==> src/rtl/ex_stage.sv <==
// Execute stage: registers the decode bus, evaluates the one-hot ALU, issues the data-SRAM request, and runs a 32-step divider.
// Latency: ALU, SRAM request and forwarding take one stage cycle; DIV/DIVU take 34 cycles, or 2 cycles when the divisor is 0.
// Backpressure: stallreq_for_ex freezes the upstream stages while a divide is in flight; stall[3] holds the input register.
module ex_stage #(
  parameter int ID_TO_EX_WD  = 159,
  parameter int EX_TO_MEM_WD = 141
) (
  input  logic                    clk,
  input  logic                    rst,
  input  logic [5:0]              stall,
  input  logic [ID_TO_EX_WD-1:0]  id_to_ex_bus,
  output logic [EX_TO_MEM_WD-1:0] ex_to_mem_bus,
  output logic [37:0]             ex_to_id,
  output logic                    ex_is_load,
  output logic                    data_sram_en,
  output logic [3:0]              data_sram_wen,
  output logic [31:0]             data_sram_addr,
  output logic [31:0]             data_sram_wdata,
  output logic                    stallreq_for_ex
);

  localparam logic [1:0] S_IDLE = 2'd0;
  localparam logic [1:0] S_RUN  = 2'd1;
  localparam logic [1:0] S_DONE = 2'd2;

  logic [ID_TO_EX_WD-1:0] r_bus;
  logic [1:0]  r_state;
  logic [5:0]  r_count;
  logic [31:0] r_quo;   // dividend shifts out of the top, quotient bits shift in at the bottom
  logic [31:0] r_rem;
  logic [31:0] r_dvs;
  logic        r_neg_q;
  logic        r_neg_r;
  logic        r_done;  // this divide has already produced its result; blocks a re-issue while held

  // Decode-bus fields
  logic [31:0] w_pc, w_inst, w_rs, w_rt;
  logic [11:0] w_alu_op;
  logic [2:0]  w_sel1;
  logic [3:0]  w_sel2;
  logic        w_ram_en, w_rf_we, w_sel_res;
  logic [3:0]  w_ram_wen;
  logic [4:0]  w_waddr;

  assign w_pc      = r_bus[158:127];
  assign w_inst    = r_bus[126:95];
  assign w_alu_op  = r_bus[94:83];
  assign w_sel1    = r_bus[82:80];
  assign w_sel2    = r_bus[79:76];
  assign w_ram_en  = r_bus[75];
  assign w_ram_wen = r_bus[74:71];
  assign w_rf_we   = r_bus[70];
  assign w_waddr   = r_bus[69:65];
  assign w_sel_res = r_bus[64];
  assign w_rs      = r_bus[63:32];
  assign w_rt      = r_bus[31:0];

  // Operand selection: one-hot masks ORed together, nothing selected yields 0
  logic [31:0] w_src1, w_src2;
  assign w_src1 = ({32{w_sel1[0]}} & w_rs)
                | ({32{w_sel1[1]}} & w_pc)
                | ({32{w_sel1[2]}} & {27'b0, w_inst[10:6]});
  assign w_src2 = ({32{w_sel2[0]}} & w_rt)
                | ({32{w_sel2[1]}} & {{16{w_inst[15]}}, w_inst[15:0]})
                | ({32{w_sel2[2]}} & 32'd8)
                | ({32{w_sel2[3]}} & {16'b0, w_inst[15:0]});

  logic [31:0] w_add, w_sub, w_slt, w_sltu, w_and, w_nor, w_or, w_xor;
  logic [31:0] w_sll, w_srl, w_sra, w_lui, w_ex_result;
  logic [4:0]  w_sa;
  assign w_sa   = w_src1[4:0];
  assign w_add  = w_src1 + w_src2;
  assign w_sub  = w_src1 - w_src2;
  assign w_slt  = {31'b0, $signed(w_src1) < $signed(w_src2)};
  assign w_sltu = {31'b0, w_src1 < w_src2};
  assign w_and  = w_src1 & w_src2;
  assign w_nor  = ~(w_src1 | w_src2);
  assign w_or   = w_src1 | w_src2;
  assign w_xor  = w_src1 ^ w_src2;
  assign w_sll  = w_src2 << w_sa;
  assign w_srl  = w_src2 >> w_sa;
  assign w_sra  = $signed(w_src2) >>> w_sa;
  assign w_lui  = {w_src2[15:0], 16'b0};

  assign w_ex_result = ({32{w_alu_op[11]}} & w_add)
                     | ({32{w_alu_op[10]}} & w_sub)
                     | ({32{w_alu_op[9]}}  & w_slt)
                     | ({32{w_alu_op[8]}}  & w_sltu)
                     | ({32{w_alu_op[7]}}  & w_and)
                     | ({32{w_alu_op[6]}}  & w_nor)
                     | ({32{w_alu_op[5]}}  & w_or)
                     | ({32{w_alu_op[4]}}  & w_xor)
                     | ({32{w_alu_op[3]}}  & w_sll)
                     | ({32{w_alu_op[2]}}  & w_srl)
                     | ({32{w_alu_op[1]}}  & w_sra)
                     | ({32{w_alu_op[0]}}  & w_lui);

  // Divide detection and operand magnitudes
  logic        w_is_div, w_is_divu, w_div_any, w_start;
  logic [31:0] w_rs_mag, w_rt_mag;
  assign w_is_div  = (w_inst[31:26] == 6'b0) && (w_inst[5:0] == 6'b011010);
  assign w_is_divu = (w_inst[31:26] == 6'b0) && (w_inst[5:0] == 6'b011011);
  assign w_div_any = w_is_div | w_is_divu;
  assign w_start   = w_div_any & ~r_done;
  assign w_rs_mag  = (w_is_div && w_rs[31]) ? (~w_rs + 32'd1) : w_rs;
  assign w_rt_mag  = (w_is_div && w_rt[31]) ? (~w_rt + 32'd1) : w_rt;

  // One restoring step: shift the next dividend bit into the remainder, subtract if it fits
  logic [32:0] w_shift;
  logic [33:0] w_diff;
  logic        w_fits;
  assign w_shift = {r_rem, r_quo[31]};
  assign w_diff  = {1'b0, w_shift} - {2'b0, r_dvs};
  assign w_fits  = ~w_diff[33];

  // Input register: bubble when decode stops but execute advances, hold when execute stops
  always_ff @(posedge clk) begin
    if (rst)                      r_bus <= '0;
    else if (stall[2] && !stall[3]) r_bus <= '0;
    else if (!stall[3])           r_bus <= id_to_ex_bus;
  end

  // Divider sequencer: IDLE -> RUN x32 -> DONE, or IDLE -> DONE for a zero divisor
  always_ff @(posedge clk) begin
    if (rst) begin
      r_state <= S_IDLE;
      r_count <= 6'd0;
      r_quo   <= 32'd0;
      r_rem   <= 32'd0;
      r_dvs   <= 32'd0;
      r_neg_q <= 1'b0;
      r_neg_r <= 1'b0;
    end else begin
      case (r_state)
        S_IDLE: begin
          if (w_start) begin
            if (w_rt == 32'd0) begin
              r_state <= S_DONE;
              r_quo   <= 32'hFFFF_FFFF;
              r_rem   <= w_rs;
              r_neg_q <= 1'b0;
              r_neg_r <= 1'b0;
            end else begin
              r_state <= S_RUN;
              r_quo   <= w_rs_mag;
              r_rem   <= 32'd0;
              r_dvs   <= w_rt_mag;
              r_count <= 6'd0;
              r_neg_q <= w_is_div & (w_rs[31] ^ w_rt[31]);
              r_neg_r <= w_is_div & w_rs[31];
            end
          end
        end
        S_RUN: begin
          r_rem   <= w_fits ? w_diff[31:0] : w_shift[31:0];
          r_quo   <= {r_quo[30:0], w_fits};
          r_count <= r_count + 6'd1;
          if (r_count == 6'd31) r_state <= S_DONE;
        end
        S_DONE:  r_state <= S_IDLE;
        default: r_state <= S_IDLE;
      endcase
    end
  end

  // Sticky completion: set when the result is shown but the stage is held, cleared when the register loads
  always_ff @(posedge clk) begin
    if (rst)                     r_done <= 1'b0;
    else if (!stall[3])          r_done <= 1'b0;
    else if (r_state == S_DONE)  r_done <= 1'b1;
  end

  logic        w_hilo_we;
  logic [31:0] w_hi, w_lo;
  assign w_hilo_we = (r_state == S_DONE);
  assign w_lo = !w_hilo_we ? 32'd0 : (r_neg_q ? (~r_quo + 32'd1) : r_quo);
  assign w_hi = !w_hilo_we ? 32'd0 : (r_neg_r ? (~r_rem + 32'd1) : r_rem);

  assign stallreq_for_ex = w_start & (r_state != S_DONE);

  assign ex_to_mem_bus   = {w_pc, w_ram_en, w_ram_wen, w_sel_res, w_rf_we, w_waddr,
                            w_ex_result, w_hilo_we, w_hi, w_lo};
  assign ex_to_id        = {w_rf_we, w_waddr, w_ex_result};
  assign ex_is_load      = w_ram_en & ~|w_ram_wen;
  assign data_sram_en    = w_ram_en;
  assign data_sram_wen   = w_ram_wen;
  assign data_sram_addr  = w_ex_result;
  assign data_sram_wdata = w_rt;

  logic w_unused;
  assign w_unused = ^{w_inst[25:16], stall[5:4], stall[1:0], w_diff[32]};

endmodule

==> config.mk <==
export PLATFORM = sky130hd
export DESIGN_NAME = ex_stage
export DESIGN_NICKNAME = d
export VERILOG_FILES = /design/src/rtl/ex_stage.sv
export SDC_FILE = /design/constraint.sdc
export NUM_CORES = 1
export LEC_CHECK = 0
export CAP_MARGIN = 10
export CORE_MARGIN = 1.5
export CORE_UTILIZATION = 30
export DETAILED_ROUTE_END_ITERATION = 16
export PLACE_DENSITY = 0.58
export SLEW_MARGIN = 20
export SYNTH_ARGS = -nofsm -noshare
export SYNTH_HDL_FRONTEND = slang
export SYNTH_SLANG_ARGS = --single-unit
==> constraint.sdc <==
create_clock -name clk -period 5.5 [get_ports clk]
set_clock_uncertainty 0.1 [all_clocks]
set_input_delay 1.1 -clock clk [delete_from_list [all_inputs] [get_ports clk]]
set_output_delay 1.1 -clock clk [all_outputs]
set_load 0.01 [all_outputs]
==> impl_results.rst, run 1 <==
.. list-table::
   :header-rows: 1

   * - Metric
     - Value
   * - TritonCTS buffer count
     - 35
   * - Total Die Area
     - 85300 um^2
   * - Required @ worst endpoint
     - 4.30 ns
   * - Final worst-path cycle share
     - 101%
   * - Synthesis Warnings
     - 0
   * - Via count
     - 27.4k
   * - Placer Congestion
     - 1.02
   * - Switching part of the total power
     - 33.6%
   * - Cell Area, Synth
     - between 20000 and 30000 um^2
   * - Number of cells on the worst hold path
     - 2
   * - Detailed Route Iter0 Violations
     - a little under 3k
   * - Worst hold endpoint
     - r_dvs[31]
   * - Type of the setup path with the least slack
     - reg2out
   * - Number of enable-type register cells in the synthesized netlist
     - 0
   * - Maximum clock insertion buffer count
     - 3
   * - Pre-CTS setup slack
     - -0.142 ns
   * - PwrDens
     - 194 nW/um^2
   * - Fraction of power consumed by the clock network
     - 38.1%
   * - Die Width
     - 292 um
   * - Reg-to-reg critical path endpoint
     - r_dvs[31]
   * - Min-Delay Startpoint
     - r_dvs[31]
   * - Register bit total from synthesis
     - 256
   * - Most frequently used flop master after synthesis
     - dfxtp_1
   * - Number of top-level pins
     - approximately 420
   * - Starting utilization of the core area
     - ~30%
   * - Worst-path cell with the longest stage delay
     - o41ai_4
   * - Final number of setup-violating endpoints
     - 13
   * - Overall Global Routing Usage
     - 26.4%
   * - Residual overflow from global routing
     - 0
   * - Number of optimization iterations in the first detailed-route pass
     - 6
   * - Average cell area after synthesis
     - roughly 7.4 um^2
   * - GR Layer Usage met2
     - 42.8%
   * - Fraction of registers with async set/reset
     - 0%
   * - Part of the total power dissipated in sequential elements
     - 31.3%
   * - Number of design rule violations left after detail routing
     - 0
   * - Clock input transition at the sequential cells of the worst setup and hold paths
     - approximately 0.060 ns
   * - Kind of path behind the tightest hold check
     - reg2reg
   * - Net total in the final layout
     - 4017
   * - Seq/Total Area, Yosys
     - 20.4%
   * - HPWL after detailed placement
     - between 90000 and 100000 um
   * - Number of global-route vias before repair
     - around 26k
   * - Internal cell power
     - between 4000 and 5000 uW
   * - Critical Path AT
     - ~4.4 ns
   * - Setup repair after global routing missed its margin
     - true
   * - Average wire per standard cell
     - about 24 um
   * - Wirelength, routed
     - 118000 um
   * - Most frequent standard cell in the layout excluding fill and tap cells
     - nor2_1
   * - Slew at the pin closest to its max-slew limit
     - 1.04 ns
   * - Number of buffers inserted for hold repair after clock tree synthesis
     - 0
   * - Period minus WS final
     - approximately 5.6 ns
   * - Run status
     - finished with violations
   * - Number of violations of the max-capacitance limit
     - 0
   * - Final setup slack of the worst path
     - -0.0681 ns
   * - Net switching power
     - ~2100 uW
   * - Worst-skew pair later-pin latency
     - ~0.56 ns
   * - Commonest non-fill, non-tap cells in the layout
     - nor2_1 (494), clkdlybuf4s50_1 (320), buf_4 (293)
   * - Top fanout value on the critical path
     - 6
   * - Beginning of the worst register-to-register path
     - r_bus[100]
   * - Maximum level of the CTS H-tree
     - 2
   * - Cell at the root of the clock tree
     - clkbuf_16
   * - LEAKAGE
     - between 0.01 and 0.015 uW
   * - Power share of the combinational group
     - 30.6%
   * - Number of placement rows
     - about 110
   * - Worst Setup Start Kind
     - flip-flop
   * - Synthesized Nets
     - between 3k and 4k
   * - Signed area change from the synthesized netlist to the final layout
     - 30.2%
   * - Violated checks
     - negative setup slack
   * - Fraction of met3 tracks used by global routing
     - 3.85%
   * - Peak per-stage delay on the critical path
     - 0.46 ns
   * - Count of nets left with antenna violations after detail routing
     - 0
   * - First-pass GRT wire length
     - approximately 170000 um
   * - Synthesized instance count
     - ~3.4k
   * - Number of clock sinks seen by CTS
     - around 260
   * - Max-slew violation count
     - 0
   * - Area of the core
     - around 80000 um^2
   * - Maximum vdd ir drop
     - 0.000157 V
   * - TritonCTS clock tree
     - done
   * - Hold Violations, Final
     - 0
   * - Worst reg2reg path depth
     - 9
   * - Maximum number of pins on one net before global-route repair
     - between 80 and 90
   * - Cell-by-cell listing of the critical path
     - or2_4, a221o_2, buf_6, ha_4, o31a_1, o31a_1, o41ai_4, buf_4, buf_6, a21oi_4, a211oi_2, buf_4, or4_1, nand3_1, dlygate4sd2_1
   * - Worst R2R Setup Slack
     - approximately 1.7 ns
   * - Busiest layer in global routing
     - met2
   * - Final non-filler cell area
     - 32600 um^2
   * - Yosys cell types
     - 99
   * - Fraction of layout instances using a drive strength above 1
     - between 10% and 20%
   * - Achievable clock frequency
     - 180 MHz
   * - Filler cells
     - about 8.6k
   * - Die Y-Extent
     - roughly 290 um
   * - Routing usage on met1
     - between 30 and 40%
   * - Final core utilization
     - a little under 40%
   * - Worst-case headroom to the max-slew limit
     - slightly above 30%
   * - Count of input and output buffers
     - ~400
   * - Post-detailed-route via-to-cell ratio
     - around 5.7
   * - Crit end category
     - output pin
   * - Antenna violations before repair
     - 8
   * - Placed Area
     - 30600 um^2
-- worst max path at each step --
stage,from,to,slack (ns),cells after the start
after floorplan,r_bus[81],ex_to_id[27],0.02,16
after global placement,r_bus[77],ex_to_mem_bus[65],-0.15,15
after detailed placement,r_bus[77],ex_to_id[0],-0.14,15
after CTS,r_bus[82],ex_to_mem_bus[77],-0.16,18
after global routing,r_bus[77],data_sram_addr[29],-0.16,17
final,r_bus[77],data_sram_addr[29],-0.07,15
-- worst max-delay path, delay by kind of cell, from the launching register on --
kind            cells  cell delay (ns)
compound gates      6             1.83
buf+inv             5             0.93
flops               1             0.34
fa+ha+maj           1             0.21
simple gates        3             0.47
-- power groups by stage --
| stage | combinational, uW | clock (uW) | sequential (uW) |
|---|---|---|---|
| detailed placement | 1830 | 0 | 2030 |
| CTS | 1850 | 2480 | 1990 |
| finish | 1940 | 2420 | 1990 |
| global placement | 1830 | 0 | 2030 |
| floorplan | 1050 | 0 | 1990 |
| global route | 2040 | 2550 | 1990 |
-- cell type report --
type	count	area, um^2	area share (%)
Clock buffer	48	1000	3.08
Inverter	145	552	1.69
Sequential cell	256	5140	15.7
Antenna cell	4	10.0	0.0307
Timing Repair Buffer	717	6380	19.5
Clock inverter	15	206	0.632
Tap cell	1070	1340	4.10
Multi-Input combinational cell	2578	18000	55.2
-- sequential cells by signal (all words and copies together) (netlist names) --
| register | flops |
|---|---|
| r_bus | 149 |
| r_rem | 32 |
| r_state | 2 |
| r_neg_q | 1 |
| r_dvs | 32 |
| r_neg_r | 1 |
| r_done | 1 |
| r_count | 6 |
| r_quo | 32 |
-- stage by stage --
stage | power, uW | TNS, ns | instances | hold WS [ns]
global route | 6590 | -2.55 | 4833 | 0.372
floorplan | 3050 | 0 | 3377 | 0.332
detailed placement | 3850 | -1.67 | 4745 | 0.349
global placement | 3860 | -3.04 | 4745 | 0.343
finish | 6350 | -0.330 | 4833 | 0.355
CTS | 6320 | -1.66 | 4817 | 0.356
-- routing by layer --
layer	vias to the layer above	wire, um
met2	1238	53400
met5	-	30
met3	238	9170
met1	13200	49200
li1	12800	-
met4	4	6420
-- synthesized netlist by cell type (20+ instances only) --
library cell	n	share of area (%)
a31oi_1	21	0.52
mux2i_1	241	9.6
buf_2	21	0.42
mux2_2	32	1.4
a22oi_1	34	1.0
clkbuf_1	187	2.8
a211oi_1	81	2.4
a21o_1	36	1.1
o31ai_1	46	1.4
o21ai_0	143	2.9
o211ai_1	29	0.87
nand2_1	246	3.7
inv_1	136	2.0
nor3_1	56	1.1
a221oi_1	58	2.0
nor2_1	497	7.4
buf_1	28	0.42
xor2_1	117	4.1
ha_1	114	5.7
a22o_1	39	1.4
a2111oi_0	30	1.0
nand2b_1	25	0.62
dfxtp_1	256	20
nand3_1	59	1.2
a21oi_1	214	4.3
buf_4	158	4.7
o32ai_1	20	0.70
xnor2_1	71	2.5
-- kinds of logic after synthesis --
group           share of synthesized area, %
flops                                   20.4
compound gates                          26.7
fa+ha+maj                               5.93
xor+xnor                                6.57
buf+inv                                 10.7
simple gates                            18.4
mux                                     11.2
-- what timing repair did --
item,CTS,global route
setup endpoints to repair,90,87
pin swaps,45,32
cloned,2,1
resized for setup,266,117
setup buffers,8,12
Power figures use the tool's default switching activity.
==> inputs of run 2 (changes only) <==
- PLACE_DENSITY: 0.58 -> default
==> impl_results.rst, run 2 (synthesis results as in run 1) <==
.. list-table::
   :header-rows: 1

   * - Metric
     - Value
   * - Worst-path cell with the longest stage delay
     - a221o_2
   * - Signed area change from the synthesized netlist to the final layout
     - 33.7%
   * - Most Frequent Cell on Critical Path
     - o211ai_1
   * - Total Die Area
     - 85300 um^2 (unchanged)
   * - Critical Path AT
     - 4.44 ns (+0.07 ns)
   * - LEAKAGE
     - 0.0140 uW (+4.9%)
   * - Filler cells
     - 8479 (-1.2%)
   * - Placer Congestion
     - 1.00 (-2.2%)
   * - Cell-by-cell listing of the critical path
     - or2_4, a221o_2, buf_6, ha_4, nand2b_4, o211ai_1, o2bb2ai_2, o311a_4, o211ai_1, a21oi_1, buf_4, or3_4, a2111oi_4, o221ai_2, buf_2
   * - Clock input transition at the sequential cells of the worst setup and hold paths
     - 0.06 ns (about the same)
   * - Area taken by flip-flops and latches
     - 5140 um^2 (about the same)
   * - First-pass GRT wire length
     - 172000 um (+0.66%)
   * - Number of violations of the max-capacitance limit
     - 0 (unchanged)
   * - Number of global-route vias before repair
     - 25.9k (+1.3%)
   * - Crit end category
     - output pin
   * - Commonest non-fill, non-tap cells in the layout
     - nor2_1 (493), buf_4 (392), clkdlybuf4s50_1 (313)
   * - Overall Global Routing Usage
     - 26.5% (about the same)
   * - Antenna violations before repair
     - 4 (-4)
   * - Max FFs per register
     - 149 (unchanged)
   * - Maximum clock insertion buffer count
     - 3 (unchanged)
   * - Maximum number of pins on one net before global-route repair
     - 82 (-2.4%)
   * - Worst Setup Start Kind
     - flip-flop
   * - Number of buffers inserted for hold repair after clock tree synthesis
     - 0 (unchanged)
   * - TritonCTS clock tree
     - done
   * - Peak per-stage delay on the critical path
     - 0.42 ns (-0.04 ns)
   * - Top fanout value on the critical path
     - 6 (unchanged)
   * - Number of clock sinks seen by CTS
     - 256 (unchanged)
   * - Maximum vdd ir drop
     - 0.000178 V (+14%)
   * - Starting utilization of the core area
     - 30.4% (unchanged)
   * - Detailed Route Iter0 Violations
     - 2641 (-10%)
   * - Number of top-level pins
     - 417 (unchanged)
   * - Count of nets left with antenna violations after detail routing
     - 0 (unchanged)
   * - Fraction of layout instances using a drive strength above 1
     - 19.2% (+2.9 points)
   * - Period minus WS final
     - 5.64 ns (+0.0757 ns)
   * - Slew at the pin closest to its max-slew limit
     - 1.00 ns (-0.0381 ns)
   * - Max-slew violation count
     - 0 (unchanged)
   * - Die Width
     - 292 um (unchanged)
   * - Number of optimization iterations in the first detailed-route pass
     - 6 (unchanged)
   * - Total Neg Setup Slack
     - -1.09 ns (-0.761 ns)
   * - Final worst-path cycle share
     - 103% (+1.4 points)
   * - Net total in the final layout
     - 4115 (+2.4%)
   * - Overall power consumption
     - 6450 uW (+1.6%)
   * - Violated checks
     - negative setup slack
   * - Setup repair after global routing missed its margin
     - true
   * - Top cell family by delay on the critical path
     - compound AO/OA/AOI/OAI gates
   * - Post-detailed-route via-to-cell ratio
     - 5.61 (-1.2%)
   * - Via count
     - 27.6k (+0.81%)
   * - Number of design rule violations left after detail routing
     - 0 (unchanged)
   * - Count of input and output buffers
     - 402 (unchanged)
   * - PwrDens
     - 192 nW/um^2 (-1.1%)
   * - TritonCTS buffer count
     - 35 (unchanged)
   * - Final core utilization
     - 40.7% (+1.1 points)
   * - HPWL after detailed placement
     - 93000 um (+0.11%)
   * - Achievable clock frequency
     - 177 MHz (-1.3%)
   * - Final number of setup-violating endpoints
     - 18 (+5)
   * - Maximum level of the CTS H-tree
     - 2 (unchanged)
   * - Most frequent standard cell in the layout excluding fill and tap cells
     - nor2_1
   * - Cell at the root of the clock tree
     - clkbuf_16
   * - Wirelength, routed
     - 118000 um (about the same)
   * - Area of the core
     - 82400 um^2 (unchanged)
   * - Die Y-Extent
     - 292 um (unchanged)
   * - Number of placement rows
     - 105 (unchanged)
   * - Run status
     - finished with violations
   * - Type of the setup path with the least slack
     - reg2out
   * - Multi-input gate area in the final layout
     - 18200 um^2 (+0.83%)
   * - Register with the most flip-flops
     - r_bus
   * - Hold Violations, Final
     - 0 (unchanged)
   * - Residual overflow from global routing
     - 0 (unchanged)
   * - Worst-skew pair later-pin latency
     - 0.57 ns (about the same)
   * - Buffers & Inverters on Critical Path
     - 3 (-2)
   * - Final setup slack of the worst path
     - -0.144 ns (-0.0757 ns)
   * - Kind of path behind the tightest hold check
     - reg2reg
   * - Required @ worst endpoint
     - 4.30 ns (about the same)
   * - Worst-case headroom to the max-slew limit
     - 33.2% (+2.6 points)
   * - Average wire per standard cell
     - 24.0 um (-1.9%)
run 2: repair_timing:
action | 4_1_cts | 5_1_grt
setup buffers | 11 | 11
endpoints found under the setup margin | 85 | 87
gates cloned | 1 | 1
gates resized for setup | 262 | 165
pin swaps | 44 | 41
run 2: path summary, 6_finish.rpt:
check / start / to / slack, ns / cells past startpoint
worst min register to register: r_dvs[31] / r_dvs[31] / 0.37 / 2
worst max-delay path: r_bus[77] / ex_to_mem_bus[65] / -0.14 / 15
worst max register to register: r_bus[2] / r_rem[21] / 1.42 / 9
worst min-delay path: r_dvs[31] / r_dvs[31] / 0.37 / 2
run 2: power by group:
part / switching (uW) / internal [uW] / leakage [uW]
Clock: 980 / 1470 / 0.000589
Combinational: 1100 / 906 / 0.0114
Sequential: 77.7 / 1910 / 0.00209
run 2: metrics by stage:
step	cell area [um^2]	hold WS, ns	std cells	setup slack (ns)
global placement	31300	0.344	4841	-0.286
CTS	33000	0.362	4915	-0.171
floorplan	25100	0.332	3377	0.0189
global route	33500	0.381	4929	-0.219
finish	33500	0.366	4930	-0.144
detailed placement	31300	0.356	4841	-0.272
run 2: cell type report:
cell class / instances / share of cell area (%)
inverters: 145 / 1.64
clock inverters: 14 / 0.631
diodes: 3 / 0.0224
repair buffers: 815 / 21.2
multi-input cells: 2578 / 54.2
well taps: 1070 / 3.99
flip-flops and latches: 256 / 15.3
clock buffers: 49 / 2.98
run 2: worst min-delay path: cells and delay by family (launching register included):
family	cells	cell delay (ns)
AO/OA/AOI/OAI	1	0.05
flip-flops	1	0.31
AND/OR/NAND/NOR	1	0.06
run 2: layer usage:
layer / global-route usage (%) / share of wire [%] / vias to the layer above
met2: 43.4 / 46 / 1239
li1: - / - / 13000
met5: 0 / 0.0093 / -
met4: 11.5 / 4.7 / 2
met3: 3.72 / 7.4 / 224
met1: 34.5 / 42 / 13200
